$ cat config.mk
export PLATFORM = sky130hd
export DESIGN_NAME = deserializer_out_flat
export DESIGN_NICKNAME = d
export VERILOG_FILES = /design/src/rtl/deserializer_out_if.sv /design/src/rtl/deserializer_out.sv /design/src/flat_wrapper.sv
export SDC_FILE = /design/constraint.sdc
export NUM_CORES = 1
export LEC_CHECK = 0
export ABC_AREA = 1
export BUFFER_PORTS_ARGS = -buffer_cell sky130_fd_sc_hd__buf_2
export CELL_PAD_IN_SITES_DETAIL_PLACEMENT = 1
export CELL_PAD_IN_SITES_GLOBAL_PLACEMENT = 2
export CORE_MARGIN = 4
export CORE_UTILIZATION = 35
export CTS_BUF_LIST = sky130_fd_sc_hd__clkbuf_8
export DETAILED_ROUTE_END_ITERATION = 10
export PLACE_DENSITY = 0.86
export REMOVE_ABC_BUFFERS = 1
export SETUP_SLACK_MARGIN = 0.3
export SYNTH_ARGS = -nofsm -noshare
export SYNTH_HDL_FRONTEND = slang
export SYNTH_SLANG_ARGS = --single-unit
$ cat constraint.sdc
create_clock -name clk_i -period 1.1 [get_ports clk_i]
set_input_delay 0.11 -clock clk_i [delete_from_list [all_inputs] [get_ports clk_i]]
set_output_delay 0.11 -clock clk_i [all_outputs]
set_load 0.01 [all_outputs]
$ cat src/rtl/deserializer_out_if.sv
`default_nettype none
// ============================================================================
//  Module      : deserializer_out_if
//  Description : Output-buffer bus of the serial deserializer. The receiver
//                is the master: it presents a rebuilt frame word together
//                with its per-symbol k flags and a valid flag; the consumer
//                (slave) answers with ready.
//  Signals     : data_o  [OUT_W] frame word {zeros, sym[NSYM-1] .. sym[0]}
//                kflag_o [NSYM]  k bit of each symbol
//                valid_o         buffer holds an unread frame
//                ready_i         consumer accepts (transfer on valid & ready)
//  Revision    : 1.0 - initial release
// ============================================================================
interface deserializer_out_if #(
    parameter int NSYM  = 3,
    parameter int OUT_W = 32
);
    logic [OUT_W-1:0] data_o;
    logic [NSYM-1:0]  kflag_o;
    logic             valid_o;
    logic             ready_i;

    modport master (
        output data_o,
        output kflag_o,
        output valid_o,
        input  ready_i
    );

    modport slave (
        input  data_o,
        input  kflag_o,
        input  valid_o,
        output ready_i
    );
endinterface
`default_nettype wire

$ cat src/rtl/deserializer_out.sv
`default_nettype none
// ============================================================================
//  Module      : deserializer_out
//  Description : Serial receiver for the serializer link. Frames a 1-bit
//                line (start '1', NSYM*SYM_W data bits MSB first, optional
//                even-parity bit, stop '0'), rebuilds NSYM symbols of
//                {k, 8 data bits} and offers them on a valid/ready buffer.
//                Bad stop bit (or bad parity) pulses frame_err_o; a good
//                frame arriving while the buffer is full and unread is
//                dropped and pulses ovr_o.
//  Options     : DESER_PARITY_CHECK_EN - adds a parity bit after the data
//                bits and rejects frames whose even parity does not match.
//  Ports       : clk_i        clock, line sampled on every rising edge
//                rst_i        asynchronous reset, active low
//                data_i       serial line (idles low)
//                bus          deserializer_out_if master (data/kflag/valid/ready)
//                busy_o       receiver is inside a frame
//                frame_err_o  1-cycle framing/parity error pulse
//                ovr_o        1-cycle overrun pulse
//  Revision    : 1.0 - initial release
// ============================================================================
module deserializer_out #(
    parameter int NSYM  = 3,
    parameter int SYM_W = 9,
    parameter int OUT_W = 32
) (
    input  wire logic              clk_i,
    input  wire logic              rst_i,
    input  wire logic              data_i,
    deserializer_out_if.master     bus,
    output logic                   busy_o,
    output logic                   frame_err_o,
    output logic                   ovr_o
);

    localparam int DATA_W = NSYM * SYM_W;
    localparam int CNT_W  = $clog2(DATA_W);
    localparam logic [CNT_W-1:0] CNT_LAST = CNT_W'(DATA_W - 1);

`ifdef DESER_PARITY_CHECK_EN
    typedef enum logic [1:0] {
        S_IDLE  = 2'd0,
        S_SHIFT = 2'd1,
        S_PAR   = 2'd2,
        S_STOP  = 2'd3
    } state_t;
`else
    typedef enum logic [1:0] {
        S_IDLE  = 2'd0,
        S_SHIFT = 2'd1,
        S_STOP  = 2'd3
    } state_t;
`endif

    state_t             state_q, state_d;
    logic [CNT_W-1:0]   cnt_q,   cnt_d;
    logic [DATA_W-1:0]  shreg_q, shreg_d;
    logic [OUT_W-1:0]   data_q,  data_d;
    logic [NSYM-1:0]    kflag_q, kflag_d;
    logic               valid_q, valid_d;
    logic               err_q,   err_d;
    logic               ovr_q,   ovr_d;
    logic               par_bad;
    logic [NSYM-1:0]    shreg_kflag;

`ifdef DESER_PARITY_CHECK_EN
    logic               par_q, par_d;

    // Even parity: data bits plus parity bit must XOR to zero.
    assign par_bad = (^shreg_q) ^ par_q;
`else
    assign par_bad = 1'b0;
`endif

    // The k flag is the top bit of each symbol slice.
    generate
        for (genvar i = 0; i < NSYM; i++) begin : g_kflag
            assign shreg_kflag[i] = shreg_q[i*SYM_W + SYM_W - 1];
        end
    endgenerate

    always_ff @(posedge clk_i or negedge rst_i) begin
        if (!rst_i) begin
            state_q <= S_IDLE;
            cnt_q   <= '0;
            shreg_q <= '0;
            data_q  <= '0;
            kflag_q <= '0;
            valid_q <= 1'b0;
            err_q   <= 1'b0;
            ovr_q   <= 1'b0;
`ifdef DESER_PARITY_CHECK_EN
            par_q   <= 1'b0;
`endif
        end else begin
            state_q <= state_d;
            cnt_q   <= cnt_d;
            shreg_q <= shreg_d;
            data_q  <= data_d;
            kflag_q <= kflag_d;
            valid_q <= valid_d;
            err_q   <= err_d;
            ovr_q   <= ovr_d;
`ifdef DESER_PARITY_CHECK_EN
            par_q   <= par_d;
`endif
        end
    end

    always_comb begin
        state_d = state_q;
        cnt_d   = cnt_q;
        shreg_d = shreg_q;
        data_d  = data_q;
        kflag_d = kflag_q;
        // A transfer this cycle empties the buffer unless a commit refills it.
        valid_d = valid_q & ~bus.ready_i;
        err_d   = 1'b0;
        ovr_d   = 1'b0;
`ifdef DESER_PARITY_CHECK_EN
        par_d   = par_q;
`endif

        case (state_q)
            S_IDLE: begin
                if (data_i) begin
                    state_d = S_SHIFT;
                    cnt_d   = '0;
                end
            end

            S_SHIFT: begin
                shreg_d = {shreg_q[DATA_W-2:0], data_i};
                cnt_d   = cnt_q + 1'b1;
                if (cnt_q == CNT_LAST) begin
`ifdef DESER_PARITY_CHECK_EN
                    state_d = S_PAR;
`else
                    state_d = S_STOP;
`endif
                end
            end

`ifdef DESER_PARITY_CHECK_EN
            S_PAR: begin
                par_d   = data_i;
                state_d = S_STOP;
            end
`endif

            S_STOP: begin
                // Back to IDLE unconditionally: a '1' stop bit is an error,
                // never a start bit.
                state_d = S_IDLE;
                if (data_i || par_bad) begin
                    err_d = 1'b1;
                end else if (!valid_q || bus.ready_i) begin
                    data_d  = OUT_W'(shreg_q);
                    kflag_d = shreg_kflag;
                    valid_d = 1'b1;
                end else begin
                    ovr_d = 1'b1;
                end
            end

            default: begin
                state_d = S_IDLE;
            end
        endcase
    end

    assign bus.data_o  = data_q;
    assign bus.kflag_o = kflag_q;
    assign bus.valid_o = valid_q;
    assign busy_o      = (state_q != S_IDLE);
    assign frame_err_o = err_q;
    assign ovr_o       = ovr_q;

endmodule
`default_nettype wire

$ cat src/flat_wrapper.sv
// flat-port wrapper written by rule: the top's interface ports become plain ports
module deserializer_out_flat 
#(
    parameter int NSYM  = 3,
    parameter int SYM_W = 9,
    parameter int OUT_W = 32
)
  (clk_i, rst_i, data_i, busy_o, frame_err_o, ovr_o, bus_data_o, bus_kflag_o, bus_valid_o, bus_ready_i);
  deserializer_out_if #(.NSYM(NSYM), .OUT_W(OUT_W)) bus_i ();
  input  wire logic clk_i;
  input  wire logic rst_i;
  input  wire logic data_i;
  output logic busy_o;
  output logic frame_err_o;
  output logic ovr_o;
  output wire logic [$bits(bus_i.data_o)-1:0] bus_data_o;
  output wire logic [$bits(bus_i.kflag_o)-1:0] bus_kflag_o;
  output wire logic [$bits(bus_i.valid_o)-1:0] bus_valid_o;
  input wire logic [$bits(bus_i.ready_i)-1:0] bus_ready_i;
  assign bus_data_o = bus_i.data_o;
  assign bus_kflag_o = bus_i.kflag_o;
  assign bus_valid_o = bus_i.valid_o;
  assign bus_i.ready_i = bus_ready_i;
  deserializer_out #(.NSYM(NSYM), .SYM_W(SYM_W), .OUT_W(OUT_W)) u_core (.clk_i(clk_i), .rst_i(rst_i), .data_i(data_i), .bus(bus_i), .busy_o(busy_o), .frame_err_o(frame_err_o), .ovr_o(ovr_o));
endmodule
# Yosys cells after proc, flatten, opt, wreduce, memory -nomap -nowiden
# Index checks and enable logic that the tools add are counted.
[classes]
addsub = 1
n_mul = 0
div = 0
n_lt_le_gt_ge = 0
eq_ne = 5
shifts = 0
n_mux = 13
bitwise_logic = 3
reduce_logical = 8
[op_table]
columns = ["op", "count"]
rows = [
  ["$pmux 5 s2", 1],
  ["$mux 1", 8],
  ["$add 5x1->5 const B", 1],
  ["$eq 5x5->1 const B", 1],
  ["$mux 5", 1],
  ["$mux 2", 2],
  ["$pmux 2 s2", 1],
  ["$reduce_and 2->1", 2],
  ["$reduce_bool 2->1", 2],
  ["$reduce_and 3->1", 1],
  ["$eq 2x1->1 const B", 1],
  ["$eq 2x2->1 const B", 1],
  ["$logic_not 2->1", 1],
  ["$ne 2x1->1 const B", 1],
  ["$ne 2x2->1 const B", 1],
  ["$not 1->1", 2],
  ["$and 1x1->1", 1],
  ["$logic_not 1->1", 1],
  ["$logic_or 1x1->1", 1],
]
[word_totals]
reg_bits = 67
latchBits = 0
ramBits = 0
romBits = 0
input_bits = 4
out_inout_bits = 39
mem_count = 0

# Logic depth before layout (Yosys ltp)
[depth]
word_depth = 5
ltp_mapped = 6
depth_no_buf = 5

# Least setup slack after synthesis
# OpenSTA, ideal clock, no wires.
[synth_timing]
path_kind = "register -> register"
from = "reg u_core.valid_q (netlist: u_core.bus.valid_o)"
to = "reg u_core.data_q[15] (netlist: u_core.bus.data_o[15])"
setup_ns = 0.065
t_arrival_ns = 1.018
t_required_ns = 1.035
setup_slack_ns = 0.017
path_stages_with_launch = 6
path_cell_list = "dfrtp_1 nand2_1 buf_2 buf_2 nand3_1 nand2_1"
[synth_between]
elab_chain_len = 3
[synth_rtl]
columns = ["item", "line_no", "text"]
rows = [
  ["from (decl)", "deserializer_out.sv:60", "logic valid_q, valid_d;"],
  ["from (signal assigned)", "deserializer_out.sv:101", "valid_q <= valid_d;"],
  ["$logic_not 1->1", "deserializer_out.sv:157", "end else if (!valid_q || bus.ready_i) begin"],
  ["$logic_or 1x1->1", "deserializer_out.sv:157", ""],
  ["$reduce_and 3->1 (no line)", "--", ""],
  ["to (signal assigned)", "deserializer_out.sv:99", "data_q <= data_d;"],
  ["to (decl)", "deserializer_out.sv:58", "logic [OUT_W-1:0] data_q, data_d;"],
]
# Every way passes these cells.
# A chain may end at the register's enable or synchronous reset.

# Worst setup path after layout
[layout_timing]
from = "reg u_core.state_q[0]"
to = "reg u_core.shreg_q[0]"
[layout_between]
elab_chain_len = 1
[layout_rtl]
columns = ["item", "line_no", "text"]
rows = [
  ["from (decl)", "deserializer_out.sv:55", "state_t state_q, state_d;"],
  ["from (signal assigned)", "deserializer_out.sv:96", "state_q <= state_d;"],
  ["$eq 2x1->1", "deserializer_out.sv:124", "case (state_q)"],
  ["to (signal assigned)", "deserializer_out.sv:98", "shreg_q <= shreg_d;"],
  ["to (decl)", "deserializer_out.sv:57", "logic [DATA_W-1:0] shreg_q, shreg_d;"],
]
# Every way passes these cells.

==> impl_metrics.json <==
{
  "outcome": "complete, but fails checks",
  "failing_checks": "setup timing",
  "antenna_found_initial": 0,
  "fill_cells": 821,
  "timing.critical_path.slowest_cell_delay_ns": 0.40,
  "post-dp-hpwl_um": 3810,
  "placement.io_buffers": 37,
  "synth.ff_latch_count": 64,
  "sequentialPowerShare_pct": 38.9,
  "power_per_cell_area_nw_per_um2": 2777,
  "critPathRequiredTime_ns": 1.32,
  "mapped_avg_cell_area_um2": 9.128,
  "maxUsedRoutingLayer": "met4",
  "crit_path_end_kind": "register",
  "place_congestion": 0.7909,
  "critPathArrivalTime_ns": 1.44,
  "period_share_pct": 111.1,
  "total_switching_power_mw": 3.991,
  "postRouteWirelength_um": 7232,
  "cts-buffers-inserted": 9,
  "seq_area_um2": 1602,
  "pwr-share-clk_pct": 20.9,
  "worstSetupPathType": "register to register",
  "largest_cells_by_area_after_synthesis": "sky130_fd_sc_hd__dfrtp_1, sky130_fd_sc_hd__nand2_1, sky130_fd_sc_hd__nand3_1, sky130_fd_sc_hd__buf_4, sky130_fd_sc_hd__inv_1",
  "yosys_warnings": 0,
  "grt-ovfl-total": 0,
  "flow.area_growth_from_synthesis_pct": 45.03,
  "detailroute.via_count": 2218,
  "power.static_leakage_nw": 2.162,
  "netlist.area_leader.share_pct": 60.29,
  "netlist_area_um2": 2656,
  "postSynth.topFlopCell": "sky130_fd_sc_hd__dfrtp_1",
  "die_w_um": 95.12,
  "final.setup_skew_ns": 0.004794,
  "detailed_place.area_um2": 2928,
  "crit_fanout": 8,
  "tritoncts": "yes",
  "multi_input_comb_area_um2": 1096,
  "post_route_cells_drive_above_1_share_pct": 44.97,
  "clock_latency_ns": 0.34,
  "maxCapViolations": 0,
  "nets": 379,
  "wire_per_inst_um": 15.16,
  "dr.first_iter.drc_count": 76,
  "hp-class": "input pin to register",
  "utilization_after_layout_pct": 52.55,
  "die_height_um": 95.12,
  "timing.final.crit_period_ns": 1.222,
  "synth-seq-area-share_pct": 60.29,
  "critPathSlowestCell": "sky130_fd_sc_hd__dfrtp_1",
  "synth-async-reset-ratio_pct": 100.0,
  "syn_inst": 291,
  "vias_in_the_first_global_route": 2214,
  "detailroute.wirelength.met2_um": 3768,
  "grt_usage_pct": 15.43,
  "floorplan.initialDensity_pct": 36.23,
  "synthMostInstantiatedCell": "sky130_fd_sc_hd__nand2_1",
  "synth_commonest_cells": "sky130_fd_sc_hd__nand2_1, sky130_fd_sc_hd__dfrtp_1, sky130_fd_sc_hd__nand3_1",
  "finish.instance_area_um2": 3852,
  "top_level_ports": 43,
  "dr_wl_met3_um": 311,
  "grt_first_pass_wirelength_um": 10640,
  "power_frac_comb_pct": 40.2,
  "wl_met1_um": 2971,
  "fin_ws_ns": -0.1223,
  "sw_frac_of_total_pct": 37.30,
  "ant_nets": 0,
  "drt_drc_violations_left": 0,
  "cts-root-buf": "sky130_fd_sc_hd__clkbuf_8",
  "antenna_cells_inserted": 0,
  "drt-pass1-iter-count": 4,
  "crit_path_cell_trace": "inv_2, nor2_4, inv_4, clkbuf_16, nand2_2, o21ai_1",
  "power.ir.vdd_worst_uv": 1166,
  "cell_type_with_the_largest_total_area_after_synthesis": "sky130_fd_sc_hd__dfrtp_1",
  "area_of_the_die_um2": 9047,
  "synth_cell_types": 20,
  "ctsHtreeMaxLevel": 3,
  "via_per_inst": 4.650,
  "slew_viol_final": 0,
  "clkSlewWorstSetupHoldPaths_ns": 0.07,
  "finalHoldViolCount": 0,
  "cts.sink_count": 64,
  "design.core.area_um2": 7331,
  "timing.critical_path.from_type": "register",
  "floorplan.rows": 31,
  "max_clock_freq_ghz": 0.8181,
  "power.internal_mw": 6.707,
  "grt_max_degree": 65,
  "cts-root-to-sink-buffers": 2,
  "synth_edf_count": 0,
  "setup_viol_count_final": 60,
  "rsz0062_at_grt": "yes"
}
[layout make-up]
class,count,share of cell area [%]
Clock buffer,9,3.215
Clock inverter,7,2.468
Inverter,12,1.234
Multi-Input combinational cell,196,28.45
Sequential cell,64,41.57
Tap cell,99,3.215
Timing Repair Buffer,90,19.84
[per-stage QoR]
step | setup TNS [ns] | hold WS, ns | setup WS, ns | instances | power, mW
after floorplan | -51.86 | -0.1856 | -1.186 | 272 | 5.368
after global placement | -1.152 | 0.1541 | -0.05096 | 421 | 6.427
after detailed placement | -2.617 | 0.1552 | -0.08272 | 421 | 6.573
after CTS | -2.481 | 0.06237 | -0.07014 | 455 | 9.278
after global routing | -8.860 | 0.08137 | -0.2122 | 477 | 11.49
final | -4.581 | 0.09913 | -0.1223 | 477 | 10.70
[cells by family after synthesis]
| kind of cell | share of synthesized area (%) |
|---|---|
| buffers and inverters | 9.326 |
| other | 0.1412 |
| xor gates and xnor gates | 0.3298 |
| DFF | 60.29 |
| and+or+nand+nor | 27.27 |
| adders and majority gates | 0.9419 |
| AOI/OAI and AO/OA | 1.696 |
[worst paths after layout]
check	from	end	slack (ns)	depth (start not counted)
max in group asynchronous	rst_i	u_core.cnt_q[3]$_DFFE_PN0P_	0.51	3
worst min register to register	u_core.bus.data_o[21]$_DFFE_PN0P_	u_core.bus.data_o[21]$_DFFE_PN0P_	0.48	2
worst min-delay path	data_i	u_core.frame_err_o$_DFF_PN0_	0.1	3
worst max register to register	u_core.state_q[0]$_DFFE_PN0P_	u_core.shreg_q[0]$_DFFE_PN0P_	-0.12	6
min in group asynchronous	rst_i	u_core.ovr_o$_DFF_PN0_	0.31	3
worst max-delay path	u_core.state_q[0]$_DFFE_PN0P_	u_core.shreg_q[0]$_DFFE_PN0P_	-0.12	6
[what timing repair did]
| action | CTS | global route |
|---|---|---|
| hold buffers | 1 | 0 |
| endpoints found under the setup margin | 97 | 98 |
| buffers inserted | 16 | 19 |
| resized for setup | 20 | 82 |
| endpoints found under the hold margin | 64 | 0 |
| pin swaps | 1 | 7 |
| cloned | 1 | 3 |
[per-layer routing]
metal,vias up,global-route usage (%)
met5,-,0
met4,0,7.212
met3,15,4.420
met2,47,25.25
met1,1096,18.73
li1,1060,-
[cells in the final DEF, fill, tap and decap left out]
master	count
sky130_fd_sc_hd__inv_6	1
sky130_fd_sc_hd__buf_8	2
sky130_fd_sc_hd__inv_2	2
sky130_fd_sc_hd__clkinvlp_4	1
sky130_fd_sc_hd__o21ai_0	2
sky130_fd_sc_hd__nand3_1	29
sky130_fd_sc_hd__dlygate4sd3_1	1
sky130_fd_sc_hd__ha_1	1
sky130_fd_sc_hd__nor2_4	4
sky130_fd_sc_hd__clkbuf_16	2
sky130_fd_sc_hd__nand2_4	19
sky130_fd_sc_hd__o21ai_1	4
sky130_fd_sc_hd__buf_4	38
sky130_fd_sc_hd__inv_4	1
sky130_fd_sc_hd__clkbuf_8	9
sky130_fd_sc_hd__inv_1	9
sky130_fd_sc_hd__nor2_1	2
sky130_fd_sc_hd__bufinv_16	2
sky130_fd_sc_hd__o21ai_2	3
sky130_fd_sc_hd__nand2_1	88
sky130_fd_sc_hd__ha_2	1
sky130_fd_sc_hd__nand3_2	3
sky130_fd_sc_hd__buf_12	5
sky130_fd_sc_hd__clkinv_4	1
sky130_fd_sc_hd__buf_16	1
sky130_fd_sc_hd__nand4_1	2
sky130_fd_sc_hd__xnor2_1	1
sky130_fd_sc_hd__conb_1	5
sky130_fd_sc_hd__dfrtp_1	64
sky130_fd_sc_hd__nand2_2	32
sky130_fd_sc_hd__buf_6	9
sky130_fd_sc_hd__buf_2	32
sky130_fd_sc_hd__clkinv_2	2
[power by group through the flow]
stage,sequential [mW],combinational [mW],clock (mW)
5_1_grt,4.28,4.76,2.44
6_report,4.16,4.30,2.24
4_1_cts,3.99,2.99,2.30
3_5_place_dp,4.02,2.55,0
2_1_floorplan,4.07,1.30,0
3_3_place_gp,3.98,2.44,0
[registers in the layout, summed over array words and instances (netlist names)]
| signal | flops |
|---|---|
| u_core.ovr_o | 1 |
| u_core.bus.valid_o | 1 |
| u_core.frame_err_o | 1 |
| u_core.state_q | 2 |
| u_core.shreg_q | 27 |
| u_core.cnt_q | 5 |
| u_core.bus.data_o | 25 |
| u_core.bus.kflag_o | 2 |
[worst max-delay path, delay by kind of cell (launching register included)]
kind	cells	cell delay, ns
AOI/OAI and AO/OA	1	0.07
buffers and inverters	3	0.36
DFF	1	0.40
and+or+nand+nor	2	0.26
Note: power is estimated with default switching activity, not from simulation.
